===== config.mk =====
export PLATFORM = sky130hd
export DESIGN_NAME = radius_envelope
export DESIGN_NICKNAME = d
export VERILOG_FILES = /design/src/rtl/radius_env_pkg.sv /design/src/rtl/env_channel.sv /design/src/rtl/radius_envelope.sv
export SDC_FILE = /design/constraint.sdc
export NUM_CORES = 1
export LEC_CHECK = 0
export BUFFER_PORTS_ARGS = -buffer_cell sky130_fd_sc_hd__buf_2
export CAP_MARGIN = 20
export CELL_PAD_IN_SITES_DETAIL_PLACEMENT = 0
export CELL_PAD_IN_SITES_GLOBAL_PLACEMENT = 1
export CORE_UTILIZATION = 35
export DETAILED_ROUTE_END_ITERATION = 10
export MAX_ROUTING_LAYER = met4
export PLACE_DENSITY_LB_ADDON = 0.12
export SLEW_MARGIN = 0
export SYNTH_ARGS = -nofsm -noshare
export SYNTH_HDL_FRONTEND = slang
export SYNTH_SLANG_ARGS = --single-unit

===== constraint.sdc =====
create_clock -name clock -period 5.34 [get_ports clock]
set_input_delay 0.801 -clock clock [delete_from_list [all_inputs] [get_ports clock]]
set_output_delay 0.801 -clock clock [all_outputs]
set_load 0.02 [all_outputs]

===== src/rtl/radius_env_pkg.sv =====
// Shared types and helpers for the radius envelope generator: state encoding,
// radius width and the velocity-to-peak mapping.
package radius_env_pkg;

  localparam int RAD_W = 7;

  typedef enum logic [1:0] {
    IDLE   = 2'd0,
    ATTACK = 2'd1,
    HOLD   = 2'd2,
    DECAY  = 2'd3
  } env_state_t;

  // Peak radius for a velocity, evaluated 8 bits wide and then clamped to the ceiling.
  function automatic logic [RAD_W-1:0] calc_peak(
    input logic [2:0]       vel,
    input logic [RAD_W-1:0] rmin,
    input logic [RAD_W-1:0] step,
    input logic [RAD_W-1:0] rmax
  );
    logic [7:0] p;
    p = {1'b0, rmin} + ({5'd0, vel} + 8'd1) * {1'b0, step};
    calc_peak = (p > {1'b0, rmax}) ? rmax : p[RAD_W-1:0];
  endfunction

endpackage


===== src/rtl/env_channel.sv =====
// One attack/hold/decay envelope channel advancing on a shared tick; a trigger
// restarts the attack from the current level and overrides a same-cycle tick.
module env_channel
  import radius_env_pkg::*;
#(
  parameter logic [RAD_W-1:0] ATK_STEP   = 7'd8,
  parameter logic [7:0]       HOLD_TICKS = 8'd6,
  parameter logic [7:0]       DECAY_DIV  = 8'd2,
  parameter logic [RAD_W-1:0] RMIN       = 7'd4,
  parameter logic [RAD_W-1:0] PEAK_STEP  = 7'd7,
  parameter logic [RAD_W-1:0] RMAX       = 7'd59
) (
  input  logic             clock,
  input  logic             resetn,
  input  logic             trig,
  input  logic             tick,
  input  logic [2:0]       vel,
  output logic [RAD_W-1:0] level,
  output logic             active
);

  env_state_t       state;
  logic [RAD_W-1:0] peak;
  logic [7:0]       hold_cnt;
  logic [7:0]       dec_cnt;
  logic [7:0]       atk_sum;
  logic [7:0]       dec_lvl;

  // NOTE: every signal assigned in always_comb gets a value on every path, so no latch is inferred.
  always_comb begin
    atk_sum = {1'b0, level} + {1'b0, ATK_STEP};
    dec_lvl = {1'b0, level} - 8'd1;
  end

  assign active = (state != IDLE);

  // NOTE: state registers use non-blocking assignments so all updates see pre-edge values.
  always_ff @(posedge clock or negedge resetn) begin
    if (!resetn) begin
      state    <= IDLE;
      level    <= RMIN;
      peak     <= RMIN;
      hold_cnt <= '0;
      dec_cnt  <= '0;
    end else if (trig) begin
      peak  <= calc_peak(vel, RMIN, PEAK_STEP, RMAX);
      state <= ATTACK;
    end else if (tick) begin
      case (state)
        ATTACK: begin
          // Also covers a retrigger that left level above the new, lower peak.
          if (atk_sum >= {1'b0, peak}) begin
            level    <= peak;
            state    <= HOLD;
            hold_cnt <= '0;
          end else begin
            level <= atk_sum[RAD_W-1:0];
          end
        end
        HOLD: begin
          if ((HOLD_TICKS == 8'd0) || (hold_cnt == HOLD_TICKS - 8'd1)) begin
            state   <= DECAY;
            dec_cnt <= '0;
          end else begin
            hold_cnt <= hold_cnt + 8'd1;
          end
        end
        DECAY: begin
          if (dec_cnt == DECAY_DIV - 8'd1) begin
            dec_cnt <= '0;
            if (dec_lvl <= {1'b0, RMIN}) begin
              level <= RMIN;
              state <= IDLE;
            end else begin
              level <= dec_lvl[RAD_W-1:0];
            end
          end else begin
            dec_cnt <= dec_cnt + 8'd1;
          end
        end
        default: level <= RMIN;
      endcase
    end
  end

endmodule


===== src/rtl/radius_envelope.sv =====
// Two-channel radius envelope feeder with tick prescaler and frame-synced outputs.
// Define RADIUS_ORDER_EN to clamp radius2 to at most radius1's source level.
module radius_envelope
  import radius_env_pkg::*;
#(
  parameter logic [19:0]      TICK_DIV   = 20'd833333,
  parameter logic [RAD_W-1:0] ATK_STEP   = 7'd8,
  parameter logic [7:0]       HOLD_TICKS = 8'd6,
  parameter logic [7:0]       DECAY_DIV  = 8'd2,
  parameter logic [RAD_W-1:0] RMIN       = 7'd4,
  parameter logic [RAD_W-1:0] PEAK_STEP  = 7'd7,
  parameter logic [RAD_W-1:0] RMAX       = 7'd59
) (
  input  logic             clock,
  input  logic             resetn,
  input  logic [1:0]       trig,
  input  logic [2:0]       vel0,
  input  logic [2:0]       vel1,
  input  logic             frame_sync,
  output logic [RAD_W-1:0] radius1,
  output logic [RAD_W-1:0] radius2,
  output logic [1:0]       active
);

  logic [19:0]      tick_cnt;
  logic             tick;
  logic [RAD_W-1:0] level0;
  logic [RAD_W-1:0] level1;
  logic [RAD_W-1:0] radius2_next;

  assign tick = (tick_cnt == TICK_DIV - 20'd1);

  always_ff @(posedge clock or negedge resetn) begin
    if (!resetn)   tick_cnt <= '0;
    else if (tick) tick_cnt <= '0;
    else           tick_cnt <= tick_cnt + 20'd1;
  end

  env_channel #(
    .ATK_STEP(ATK_STEP), .HOLD_TICKS(HOLD_TICKS), .DECAY_DIV(DECAY_DIV),
    .RMIN(RMIN), .PEAK_STEP(PEAK_STEP), .RMAX(RMAX)
  ) u_ch0 (
    .clock(clock), .resetn(resetn), .trig(trig[0]), .tick(tick),
    .vel(vel0), .level(level0), .active(active[0])
  );

  env_channel #(
    .ATK_STEP(ATK_STEP), .HOLD_TICKS(HOLD_TICKS), .DECAY_DIV(DECAY_DIV),
    .RMIN(RMIN), .PEAK_STEP(PEAK_STEP), .RMAX(RMAX)
  ) u_ch1 (
    .clock(clock), .resetn(resetn), .trig(trig[1]), .tick(tick),
    .vel(vel1), .level(level1), .active(active[1])
  );

`ifdef RADIUS_ORDER_EN
  // Keeps the inner disc inside the coloured ring.
  assign radius2_next = (level1 < level0) ? level1 : level0;
`else
  assign radius2_next = level1;
`endif

  always_ff @(posedge clock or negedge resetn) begin
    if (!resetn) begin
      radius1 <= RMIN;
      radius2 <= RMIN;
    end else if (frame_sync) begin
      radius1 <= level0;
      radius2 <= radius2_next;
    end
  end

endmodule

# --- Word level (Yosys, flattened, before mapping) ---
# Index checks and enable logic that the tools add are counted.
classes:
  mux: 37
  n_addsub: 13
  bitwise_logic: 4
  magnitude_cmp: 6
  n_mul: 2
  n_eq_ne: 27
  n_reduce_logical: 18
op_table:
  columns: ["cell", "count"]
  rows:
  - ["$mux W8", 8]
  - ["$pmux W8 S2", 4]
  - ["$mux W7", 8]
  - ["$pmux W7 S3", 2]
  - ["$add A8 B1 Y8 const B", 4]
  - ["$mux W2", 12]
  - ["$ne A3 B2 Y1 const B", 8]
  - ["$add A20 B1 Y20 const B", 1]
  - ["$eq A20 B20 Y1 const B", 1]
  - ["$mux W20", 1]
  - ["$add A3 B8 Y8 const A", 2]
  - ["$add A7 B4 Y8 const B", 2]
  - ["$eq A8 B1 Y1 const B", 2]
  - ["$eq A8 B3 Y1 const B", 2]
  - ["$ge A8 B7 Y1", 2]
  - ["$gt A8 B6 Y1 const B", 2]
  - ["$le A8 B3 Y1 const B", 2]
  - ["$mul A8 B3 Y8 const B", 2]
  - ["$reduce_and A4 Y1", 4]
  - ["$reduce_bool A2 Y1", 8]
  - ["$sub A7 B1 Y8 const B", 2]
  - ["$ne A2 B1 Y1 const B", 6]
  - ["$pmux W2 S3", 2]
  - ["$reduce_and A6 Y1", 2]
  - ["other kinds (7)", 18]
word_totals:
  reg_bits: 98
  elab_cells: 120

# --- Longest topological paths before layout ---
# Gate-level depths: netlist (run 1).
depth:
  depth_word: 7
  mapped_depth: 11
  ltp_nobuf: 11

# --- Hierarchy ---
# A second synthesis (run 1) with hierarchy kept.
hier_totals:
  hier_cells: 680
  area_unflattened_um2: 6316.1
by_module_without_submodules:
  columns: ["module", "area_per_inst_um2", "instances", "cells_each"]
  rows:
  - ["env_channel (u_ch1)", 2382.3, 1, 275]
  - ["env_channel (u_ch0)", 2371.0, 1, 269]
  - ["radius_envelope", 1562.7, 1, 136]

# --- Least setup slack after synthesis (run 1) ---
# No wires, ideal clock.
synth_path:
  kind: "in2reg"
  from: "in vel0[0]"
  to: "reg u_ch0.peak[5]"
  slack_ns: 2.181
  n_path_buf: 0
  path_stages: 10
  t_arrival_ns: 3.028
  setup_time_ns: 0.131
  required_ns: 5.209
  cell_sequence: "ha_1 -> xor2_1 -> inv_1 -> fa_1 -> ha_1 -> ha_1 -> fa_1 -> xor2_1 -> o21ai_0 -> o21ai_0"
synth_between:
  elab_chain_len: 5
synth_rtl:
  columns: ["item", "line", "source"]
  rows:
  - ["start: declaration", "radius_envelope.sv:17", "input logic [2:0] vel0,"]
  - ["$add A3 B1 Y4 *", "radius_env_pkg.sv:22", "p = {1'b0, rmin} + ({5'd0, vel} + 8'd1) * {1'b0, step};"]
  - ["$mul A8 B3 Y8 *", "radius_env_pkg.sv:22", null]
  - ["$add A3 B8 Y8 *", "radius_env_pkg.sv:22", null]
  - ["$gt A8 B6 Y1", "radius_env_pkg.sv:23", "calc_peak = (p > {1'b0, rmax}) ? rmax : p[RAD_W-1:0];"]
  - ["$mux W7 *", "radius_env_pkg.sv:23", null]
  - ["end signal: assignment", "env_channel.sv:46", "peak <= calc_peak(vel, RMIN, PEAK_STEP, RMAX);"]
  - ["end: declaration", "env_channel.sv:23", "logic [RAD_W-1:0] peak;"]
# Mark *: on every way between the ends. The rest lies on a longest branch, timed or not.
# A chain may end at the register's enable or synchronous reset.

# --- Final worst setup path (run 1) ---
layout_path:
  from: "reg u_ch1.level[3]"
  to: "reg u_ch1.hold_cnt[6]"
layout_between:
  elab_chain_len: 4
layout_rtl:
  columns: ["item", "line", "source"]
  rows:
  - ["start: declaration", "env_channel.sv:18", "output logic [RAD_W-1:0] level,"]
  - ["start signal: assignment", "env_channel.sv:53", "level <= peak;"]
  - ["start signal: assignment", "env_channel.sv:57", "level <= atk_sum[RAD_W-1:0];"]
  - ["start signal: assignment", "env_channel.sv:75", "level <= dec_lvl[RAD_W-1:0];"]
  - ["$add A7 B4 Y8", "env_channel.sv:31", "atk_sum = {1'b0, level} + {1'b0, ATK_STEP};"]
  - ["$ge A8 B7 Y1", "env_channel.sv:52", "if (atk_sum >= {1'b0, peak}) begin"]
  - ["$ne A2 B1 Y1 (no source line)", null, null]
  - ["$reduce_and A5 Y1 (no source line)", null, null]
  - ["end signal: assignment", "env_channel.sv:65", "hold_cnt <= hold_cnt + 8'd1;"]
  - ["end: declaration", "env_channel.sv:24", "logic [7:0] hold_cnt;"]
# No other way between the ends.

==> impl_results.md, run 1 <==
* Initial drt markers at approximately 220
* PwrDens at about 230 nW/um^2
* Via Count at about 5,000
* Main synth FF type: dfrtp_1
* Post-CTS setup buffers at 0
* Worst-Margin Slew at 0.8419 ns
* Design area at approximately 7100 sq um
* CTS Hold Buffers Added at 0
* Syn Area/Cell at 9.559 sq um
* Die area at 18,980 sq um
* Die X at roughly 140 microns
* CP Max Fanout at 11
* Synth cell types at 72
* Final hold violation count at 0
* Crit path required time at 5.60 ns
* Tcrit/Tclk final at approximately three fifths
* Logic pwr share at between 10% and 20%
* # clock sinks at 98
* Top cell type's share of synthesized area at a little over a third
* Sequential share of power at 47.0%
* Setup CP Type: reg2reg
* CP cell instances: inv_1, ha_1, ha_1, o2111ai_1, o211a_1, a2111o_1, or2_2, o31ai_1
* Global-route wire length before repair at 26.14 mm
* Layout cells sized above 1 at a little over an eighth
* CP most frequent cell: ha_1
* EDFF count, synth at 0
* Initial antenna violation count at 0
* Slowest cell on crit path: a2111o_1
* Drt first pass iters at 4
* Synthesized Nets at between 700 and 800
* Gpl congestion at approximately 0.80
* WP data arrival at approximately 3.4 ns
* Largest cells by area after synthesis: dfrtp_1, ha_1, o21ai_0
* Type of origin of the critical path: register
* Placed instance area at 6799 sq um
* Yosys reg bits at just under 100
* Mapped cell area at 6452 sq um
* Mapped Cells at just under 700
* Min Clock Period, post-route at roughly 3.2 ns
* Ys Warns at 0
* Most instantiated cells after synthesis: dfrtp_1, ha_1, o21ai_0
* Core Area at approximately 18,000 sq um
* Vias in the first global route at about 5,000
* Root Buffer: clkbuf_16
* DRC at 0
* Standard-cell row count at just under 50
* CTS resizes at 0
* Maximum VDD drop at 0.1538 mV
* Max frequency at between 300 and 400 MHz
* Status: completed
* CP Capture Type: register
* Unrepaired setup endpoints after global routing: no
* Slew Viols, Final at 0
* Setup_tns at 0 ns
* CP max stage delay at just over 0.6 ns
* I/O pins at 27
* Die height at between 100 and 150 microns
* Hold Crit Class: reg2reg
* Num CTS Buffers at 9
* Starting Density at 35.80%
* Pint at 1.228 mW
* Skew final at about 0.0074 ns
* Clock power frac at 39.3%
* Wire per inst at between 15 and 20 microns
* Max Cap Viol at 0
* Most common cell in the netlist: dfrtp_1
* ANT nets after route at 0
* Crit-path leading delay family: compound AO/OA/AOI/OAI gates
* CTS Buffer Depth at 2
* Dpl ws at approximately 1.9 ns
* Final Setup Violations at 0
* Async S/R FF share, synth at 100.0%
* Nets at slightly below 800
* Worst path buffer plus inverter count at 1
* Number of port buffers at 26
* H-tree depth at 3
* Largest net degree at the start of global routing at 65
* Total track usage at a little under a fifth
* Final total power at ~1.7 mW
* Antenna cells at 0
* Sw power at between 0.4 and 0.5 mW
* Worst rel slew slack at between 40 and 50%
* Clock Latency Late Sink at between 0.3 and 0.4 ns
* Layout area overhead at 9.928%
* Area leader, netlist: dfrtp_1
* Leakage Power at between 3 and 4 nW
* Sequential element share of the synthesized area at 38.12%
* Switching Share at 26.30%
* WL final at ~15 mm
* DPL Wire Length at approximately 11 mm
* CTS tree: built
* Setup slack after layout at approximately 2.2 ns
* DR vias/cell at between 5 and 6
* GR Overflow Total at 0
* Clk slew on worst S/H paths at approximately 0.070 ns
## per-stage QoR
stage / utilization [%] / hold slack (ns) / instances
2_1_floorplan: - / 0.4409 / 675
3_3_place_gp: 37.72 / 0.4724 / 909
3_5_place_dp: 37.72 / 0.4774 / 909
4_1_cts: 39.31 / 0.4863 / 924
5_1_grt: 39.35 / 0.5132 / 925
6_report: 39.35 / 0.4877 / 925
## power by group through the flow
stage,clock network (mW),logic [mW],registers (mW)
finish,0.656,0.228,0.783
global route,0.714,0.268,0.786
CTS,0.683,0.233,0.783
detailed placement,0,0.232,0.797
global placement,0,0.225,0.798
floorplan,0,0.159,0.792
## kinds of logic (layout without fill, tap and decap cells)
group | after synthesis | in the layout | synth area share [%]
AO/OA/AOI/OAI | 170 | 170 | 17.39
XOR/XNOR | 31 | 31 | 4.208
adder cells (fa/ha/maj) | 66 | 66 | 13.50
buffers and inverters | 75 | 96 | 4.654
flip-flops | 98 | 98 | 38.12
multiplexers | 22 | 22 | 3.762
AND/OR/NAND/NOR | 213 | 213 | 18.36
## layout by cell type, fill, tap and decap left out, types with 10 or more instances in the layout
cell	n
a21oi_1	21
a31oi_1	15
and3_1	17
buf_2	25
dfrtp_1	92
ha_1	60
inv_1	51
mux2_2	18
nand2_1	30
nand2b_1	15
nand3_1	33
nor2_1	47
o211ai_1	10
o21ai_0	59
o31ai_1	14
xnor2_1	17
xor2_1	14
## layer usage
metal / GRT usage [%] / vias up / wire (microns)
li1: - / 2466 / -
met4: 4.650 / 0 / 161
met1: 25.12 / 2453 / 7658
met5: - / - / 0
met2: 27.86 / 59 / 6822
met3: 4.010 / 14 / 499
## worst paths after layout
path | startpoint | end | slack, ns | depth (start not counted)
worst max-delay path | u_ch1.level[3]$_DFFE_PN0P_ | u_ch1.hold_cnt[6]$_DFFE_PN0P_ | 2.19 | 8
worst min-delay path | u_ch0.dec_cnt[7]$_DFFE_PN0P_ | u_ch0.dec_cnt[7]$_DFFE_PN0P_ | 0.49 | 1
worst max register to register | u_ch1.level[3]$_DFFE_PN0P_ | u_ch1.hold_cnt[6]$_DFFE_PN0P_ | 2.19 | 8
worst min register to register | u_ch0.dec_cnt[7]$_DFFE_PN0P_ | u_ch0.dec_cnt[7]$_DFFE_PN0P_ | 0.49 | 1
max in group asynchronous | resetn | u_ch0.peak[2]$_DFFE_PN1P_ | 3.78 | 2
min in group asynchronous | resetn | u_ch1.hold_cnt[4]$_DFFE_PN0P_ | 0.55 | 1
## registers in the layout (all words and copies together), names as in the netlist, 7 cells and up
signal,count
tick_cnt,20
u_ch0.dec_cnt,8
u_ch0.hold_cnt,8
u_ch1.dec_cnt,8
u_ch1.hold_cnt,8
radius1,7
radius2,7
u_ch0.level,7
u_ch0.peak,7
u_ch1.level,7
u_ch1.peak,7
## layout make-up
class	instances	area (sq um)
Sequential cell	98	2460
Tap cell	229	286.5
Clock inverter	3	40.04
Clock buffer	12	246.5
Fill cell	1858	10930
Inverter	51	191.4
Timing Repair Buffer	30	162.7
Multi-Input combinational cell	502	3706
Power figures use the tool's default switching activity.
==> run 2: changes to the inputs <==
clock period = 2.8 ns   (was 5.34 ns; I/O delays follow)
==> run 2 against run 1 <==
  * Sequential share of layout area is 1.7 points lower
  * Routed wire length up 2.1%
  * Combinational power increased by 110%
==> impl_results.md, run 2 (synthesis gave the netlist of run 1 again) <==
* Unrepaired setup endpoints after global routing: no
* Number of port buffers at 26 (unchanged)
* Clock Latency Late Sink at 0.35 ns (about the same)
* Final total power at 3.254 mW (+95%)
* Drt first pass iters at 5 (+1)
* Global-route wire length before repair at 26.60 mm (+1.7%)
* # clock sinks at 98 (unchanged)
* Hold Crit Class: in2async
* R2R depth at 8 (unchanged)
* Setup CP Type: reg2reg
* Antenna cells at 0 (unchanged)
* PwrDens at 436.3 nW/um^2 (+86%)
* Final Setup Violations at 0 (unchanged)
* Total track usage at 18.54% (+0.042 points)
* CP Capture Type: register
* Max Cap Viol at 0 (unchanged)
* Die height at 137.8 microns (unchanged)
* Gpl congestion at 0.7959 (unchanged)
* Via Count at 5,107 (+2.3%)
* CTS Buffer Depth at 2 (unchanged)
* WP data arrival at 2.91 ns (-0.50 ns)
* I/O pins at 27 (unchanged)
* DPL Wire Length at 11.66 mm (+4.2%)
* Starting Density at 35.80% (unchanged)
* Max frequency at 375.2 MHz (+18%)
* Largest reg by FF count: tick_cnt
* Sequential share of power at 46.0% (-1.0 points)
* Num CTS Buffers at 9 (unchanged)
* Initial drt markers at 185 (-14%)
* Layout area overhead at 15.57%
* Clk slew on worst S/H paths at 0.07 ns (about the same)
* Setup_tns at 0 ns (unchanged)
* Nets at 813 (+5.7%)
* Initial antenna violation count at 0 (unchanged)
* Min Clock Period, post-route at 2.665 ns (-0.4858 ns)
* CTS tree: built
* Type of origin of the critical path: register
* Worst rel slew slack at 54.66% (+11 points)
* Skew final at 0.009545 ns (+0.002138 ns)
* Maximum VDD drop at 0.2717 mV (+77%)
* Leakage Power at 3.438 nW (+6.8%)
* Root Buffer: clkbuf_16
* Tcrit/Tclk final at 95.20% (+36 points)
* Crit path required time at 3.04 ns (-2.56 ns)
* GR Overflow Total at 0 (unchanged)
* Hold WS at 0.06729 ns (-0.4204 ns)
* Final hold violation count at 0 (unchanged)
* Switching Share at 26.01% (-0.29 points)
* Standard-cell row count at 49 (unchanged)
* H-tree depth at 3 (unchanged)
* Vias in the first global route at 5,168 (+2.6%)
* Max reg flops at 20 (unchanged)
* Largest net degree at the start of global routing at 61 (-6.2%)
* Layout cells sized above 1 at 19.03% (+5.5 points)
* Core Area at 18,020 sq um (unchanged)
* Most frequent cells in the layout: dfrtp_1, ha_1, o21ai_0
* ANT nets after route at 0 (unchanged)
* Worst-Margin Slew at 0.6739 ns (-0.1680 ns)
* Most common cell after layout, fill and taps aside: dfrtp_1
* Die area at 18,980 sq um (unchanged)
* DR vias/cell at 5.265 (-2.4%)
* Status: completed
* Sw power at 0.8464 mW (+93%)
* Clock power frac at 39.3% (about the same)
* CP Max Fanout at 6 (-5)
* WL final at 15.45 mm (+2.1%)
* Slew Viols, Final at 0 (unchanged)
* Wire per inst at 15.93 microns (-2.7%)
* Pint at 2.407 mW (+96%)
* Logic pwr share at 14.7% (+1.0 points)
* Post-CTS setup buffers at 0 (unchanged)
* DRC at 0 (unchanged)
* Die X at 137.8 microns (unchanged)
## run 2: cell count changes in the layout (fill, tap and decap cells not counted)
cell,change
buf_4,+43
clkinvlp_4,+2
buf_12,+1
clkbuf_1,-1
clkbuf_8,+1
clkinv_2,-1
dfrtp_1,-1
dfrtp_2,+1
## run 2: final cells by class
class,count,area [sq um]
fill,1854,10570
multi-input combinational,502,3706
sequential,98,2461
timing repair buffer,74,505.5
tap,229,286.5
clock buffer,12,256.5
inverter,51,191.4
clock inverter,4,50.05
## run 2: layer usage
layer  part of all wire [%]  track usage, %  vias to the layer above  routed length (microns)
li1                       -               -                     2559                        -
met1                     50           24.95                     2487                     7771
met2                     47           29.06                       53                     7200
met3                    2.3           2.833                        8                      356
met4                   0.81           4.771                        0                      125
met5                      0               -                        -                        0
## run 2: final timing paths
| path | end | startpoint | slack, ns |
|---|---|---|---|
| min in group clock | u_ch1.peak[0]$_DFFE_PN0P_ | vel1[2] | 0.41 |
| max in group asynchronous | radius1[2]$_DFFE_PN1P_ | resetn | 1.98 |
| max | u_ch1.hold_cnt[6]$_DFFE_PN0P_ | u_ch1.level[4]$_DFFE_PN0P_ | 0.13 |
| min reg2reg | u_ch0.dec_cnt[7]$_DFFE_PN0P_ | u_ch0.dec_cnt[7]$_DFFE_PN0P_ | 0.48 |
| min | u_ch1.dec_cnt[0]$_DFFE_PN0P_ | resetn | 0.07 |
| max reg2reg | u_ch1.hold_cnt[6]$_DFFE_PN0P_ | u_ch1.level[4]$_DFFE_PN0P_ | 0.13 |
## run 2: critical path: stages (launching register included)
cell and delay [ns]:
dfrtp_2 0.46, ha_1 0.22, xor2_1 0.16, ha_1 0.31, o2111ai_1 0.10, o211a_1 0.29
a2111o_1 0.43, or2_2 0.37, o31ai_1 0.23
## run 2: per-stage QoR
stage / worst slack, ns / utilization [%] / cells / area, sq um
CTS: 0.04942 / 41.36 / 970 / 7456
global route: 0.003730 / 41.37 / 970 / 7457
floorplan: 0.02182 / - / 675 / 6452
finish: 0.1345 / 41.37 / 970 / 7457
detailed placement: -0.1757 / 39.66 / 954 / 7149
global placement: -0.08357 / 39.66 / 954 / 7149
## run 2: power groups by stage
stage	registers (mW)	clock network (mW)	logic, mW
3_3_place_gp	1.52	0	0.470
3_5_place_dp	1.52	0	0.483
6_report	1.50	1.28	0.477
2_1_floorplan	1.51	0	0.303
4_1_cts	1.50	1.34	0.488
5_1_grt	1.50	1.38	0.549
## run 2: timing repair
action,in CTS,in global routing
setup endpoints to repair,0,7
resized for setup,0,1
hold buffers,0,0
==> run 3: changes to the inputs <==
ABC_AREA = 1   (was unset)
SYNTH_HIERARCHICAL = 1   (was unset)
==> run 3 against run 2 <==
  * Non-clock buffer count down 30
  * Sequential share of layout area down 1.3 points
  * Sequential cell count unchanged
  * First-iteration DRC count up 23%
  * Combinational power up 25%
  * Synthesized area up 6.7%
  * Global-route usage down 1.3 points
==> impl_results.md, run 3 <==
* Status: completed
* Sequential element share of the synthesized area at 35.72% (-2.4 points)
* Global-route wire length before repair at 26.77 mm (+0.65%)
* Leakage Power at 3.941 nW (+15%)
* Crit-path leading delay family: adder cells
* Die X at 142.3 microns (+3.3%)
* Final Setup Violations at 0 (unchanged)
* WL final at 15.29 mm (-1.1%)
* ANT nets after route at 0 (unchanged)
* Slew Viols, Final at 0 (unchanged)
* Initial antenna violation count at 0 (unchanged)
* CTS resizes at 0 (unchanged)
* Layout cells sized above 1 at 16.65% (-2.4 points)
* Switching Share at 27.99% (+2.0 points)
* Largest reg by FF count: tick_cnt
* Design area at 7752 sq um (+4.0%)
* Synth cell types at 42 (-42%)
* Type of origin of the critical path: input pin
* Synthesized Nets at 950 (+26%)
* Unrepaired setup endpoints after global routing: no
* CTS Buffer Depth at 2 (unchanged)
* Drt first pass iters at 4 (-1)
* Mapped Cells at 879 (+30%)
* Worst-Margin Slew at 0.7399 ns (+0.06600 ns)
* Die height at 142.3 microns (+3.3%)
* Maximum VDD drop at 0.3025 mV (+11%)
* Logic pwr share at 17.3% (+2.6 points)
* Mapped cell area at 6887 sq um (+6.7%)
* Most frequent cells in the layout: nand2_1, inv_1, nor2_1
* Sequential share of power at 42.6% (-3.4 points)
* Initial drt markers at 228 (+23%)
* Pint at 2.494 mW (+3.6%)
* Number of port buffers at 26 (unchanged)
* Most common cell in the netlist: nand2_1
* CP cell instances: buf_2, ha_1, xnor2_1, inv_1, fa_1, inv_1, ha_1, ha_1, fa_1, xnor2_1, a22oi_1
* Placed instance area at 7416 sq um (+3.7%)
* PwrDens at 446.7 nW/um^2 (+2.4%)
* Most common cell after layout, fill and taps aside: nand2_1
* Root Buffer: clkbuf_16
* Max reg flops at 20 (unchanged)
* GR Overflow Total at 0 (unchanged)
* Skew final at 0.007937 ns (-0.001608 ns)
* DPL Wire Length at 11.44 mm (-1.9%)
* EDFF count, synth at 0 (unchanged)
* Setup slack after layout at 0.3476 ns (+0.2131 ns)
* CP most frequent cell: ha_1
* CP Max Fanout at 2 (-4)
* Min Clock Period, post-route at 2.452 ns (-0.2131 ns)
* Max frequency at 407.8 MHz (+8.7%)
* Sw power at 0.9695 mW (+15%)
* Starting Density at 36.21% (+0.41 points)
* Clock Latency Late Sink at 0.35 ns (about the same)
* Antenna cells at 0 (unchanged)
* Die area at 20,240 sq um (+6.6%)
* I/O pins at 27 (unchanged)
* Yosys reg bits at 98 (unchanged)
* Wire per inst at 12.84 microns (-19%)
* Final hold violation count at 0 (unchanged)
* # clock sinks at 98 (unchanged)
* Area leader, netlist: dfrtp_1
* Slowest cell on crit path: fa_1
* Post-CTS setup buffers at 0 (unchanged)
* Ys Warns at 6 (+6)
* Setup CP Type: in2reg
* Via Count at 5,485 (+7.4%)
* CP max stage delay at 0.50 ns (+0.04 ns)
* Syn Area/Cell at 7.835 sq um (-18%)
* Layout area overhead at 12.57%
* Hold Crit Class: in2async
* Gpl congestion at 0.7804 (-1.9%)
* Dpl ws at -0.04211 ns (+0.1336 ns)
* Tcrit/Tclk final at 87.59% (-7.6 points)
* Largest cells by area after synthesis: dfrtp_1, nand2_1, ha_1
* WP data arrival at 2.67 ns (-0.24 ns)
* Worst path buffer plus inverter count at 3 (+3)
* Async S/R FF share, synth at 100.0% (unchanged)
* Standard-cell row count at 50 (+2.0%)
* Top cell type's share of synthesized area at 33.43% (-2.2 points)
* Max Cap Viol at 0 (unchanged)
* Vias in the first global route at 5,403 (+4.5%)
* Clock power frac at 40.1% (+0.8 points)
* Clk slew on worst S/H paths at 0.07 ns (about the same)
* Worst rel slew slack at 50.67% (-4.0 points)
* Most instantiated cells after synthesis: nand2_1, inv_1, nor2_1
* DR vias/cell at 4.605 (-13%)
* CP Capture Type: register
* Main synth FF type: dfrtp_1
* DRC at 0 (unchanged)
* Nets at 997 (+23%)
* H-tree depth at 3 (unchanged)
* CTS tree: built
* Total track usage at 17.22% (-1.3 points)
* Crit path required time at 3.02 ns (-0.02 ns)
* CTS Hold Buffers Added at 0 (unchanged)
* Core Area at 19,020 sq um (+5.5%)
* Num CTS Buffers at 9 (unchanged)
* Largest net degree at the start of global routing at 55 (-9.8%)
[run 3: changes by cell type in the layout (fill, tap and decap cells not counted), moves of 16 or more]
cell,previous run,this run
nand2_1,30,198
and3_1,17,1
buf_4,48,18
o21ai_0,59,11
nor2_1,47,107
inv_1,51,108
nand3_1,33,80
[run 3: layout make-up]
cell class	count	area [sq um]
clock buffers	11	242.7
clock inverters	5	86.33
fillers	2026	11270
inverters	123	464.2
multi-input cells	650	3894
flip-flops and latches	98	2460
well taps	260	325.3
repair buffers	44	280.3
[run 3: layer usage]
metal	vias up	GRT usage (%)	share of wire [%]
met2	39	26.24	44
met3	12	2.120	1.6
met1	2530	23.60	53
met4	0	5.772	1.5
li1	2904	-	-
met5	-	-	0
[run 3: worst paths after layout]
kind / from / endpoint / slack, ns / cells after the start
max in group asynchronous: resetn / u_ch0/peak[2]$_DFFE_PN1P_ / 1.88 / 2
worst max register to register: tick_cnt[0]$_DFF_PN0_ / u_ch1/hold_cnt[0]$_DFFE_PN0P_ / 0.36 / 13
worst max-delay path: vel1[0] / u_ch1/peak[5]$_DFFE_PN0P_ / 0.35 / 11
worst min-delay path: resetn / u_ch1/hold_cnt[5]$_DFFE_PN0P_ / 0.1 / 1
worst min register to register: radius2[6]$_DFFE_PN0P_ / radius2[6]$_DFFE_PN0P_ / 0.50 / 1
min in group clock: trig[1] / u_ch1/peak[2]$_DFFE_PN1P_ / 0.38 / 2
[run 3: stage by stage]
step                hold slack (ns)  util (%)  instances  power, mW   TNS (ns)
floorplan                    0.1244         -        879      1.938          0
global placement             0.4859     38.99       1175      2.116  -0.007360
detailed placement           0.4907     38.99       1175      2.113   -0.04598
CTS                          0.1427     40.72       1191      3.545          0
global route                 0.1696     40.76       1191      3.693          0
finish                      0.09739     40.76       1191      3.463          0
[run 3: logic make-up (layout without fill, tap and decap cells)]
group / count (synthesis) / after routing / share of synthesized area [%]
simple gates: 463 / 463 / 30.89
buf+inv: 131 / 183 / 7.849
compound gates: 74 / 74 / 6.741
xor+xnor: 39 / 39 / 4.960
flops: 98 / 98 / 35.72
mux: 14 / 14 / 2.289
fa+ha+maj: 60 / 60 / 11.56
[run 3: power groups by stage]
stage | clock [mW] | sequential [mW] | combinational, mW
finish | 1.39 | 1.48 | 0.598
global route | 1.51 | 1.48 | 0.701
CTS | 1.46 | 1.47 | 0.613
detailed placement | 0 | 1.50 | 0.611
global placement | 0 | 1.50 | 0.615
floorplan | 0 | 1.50 | 0.440
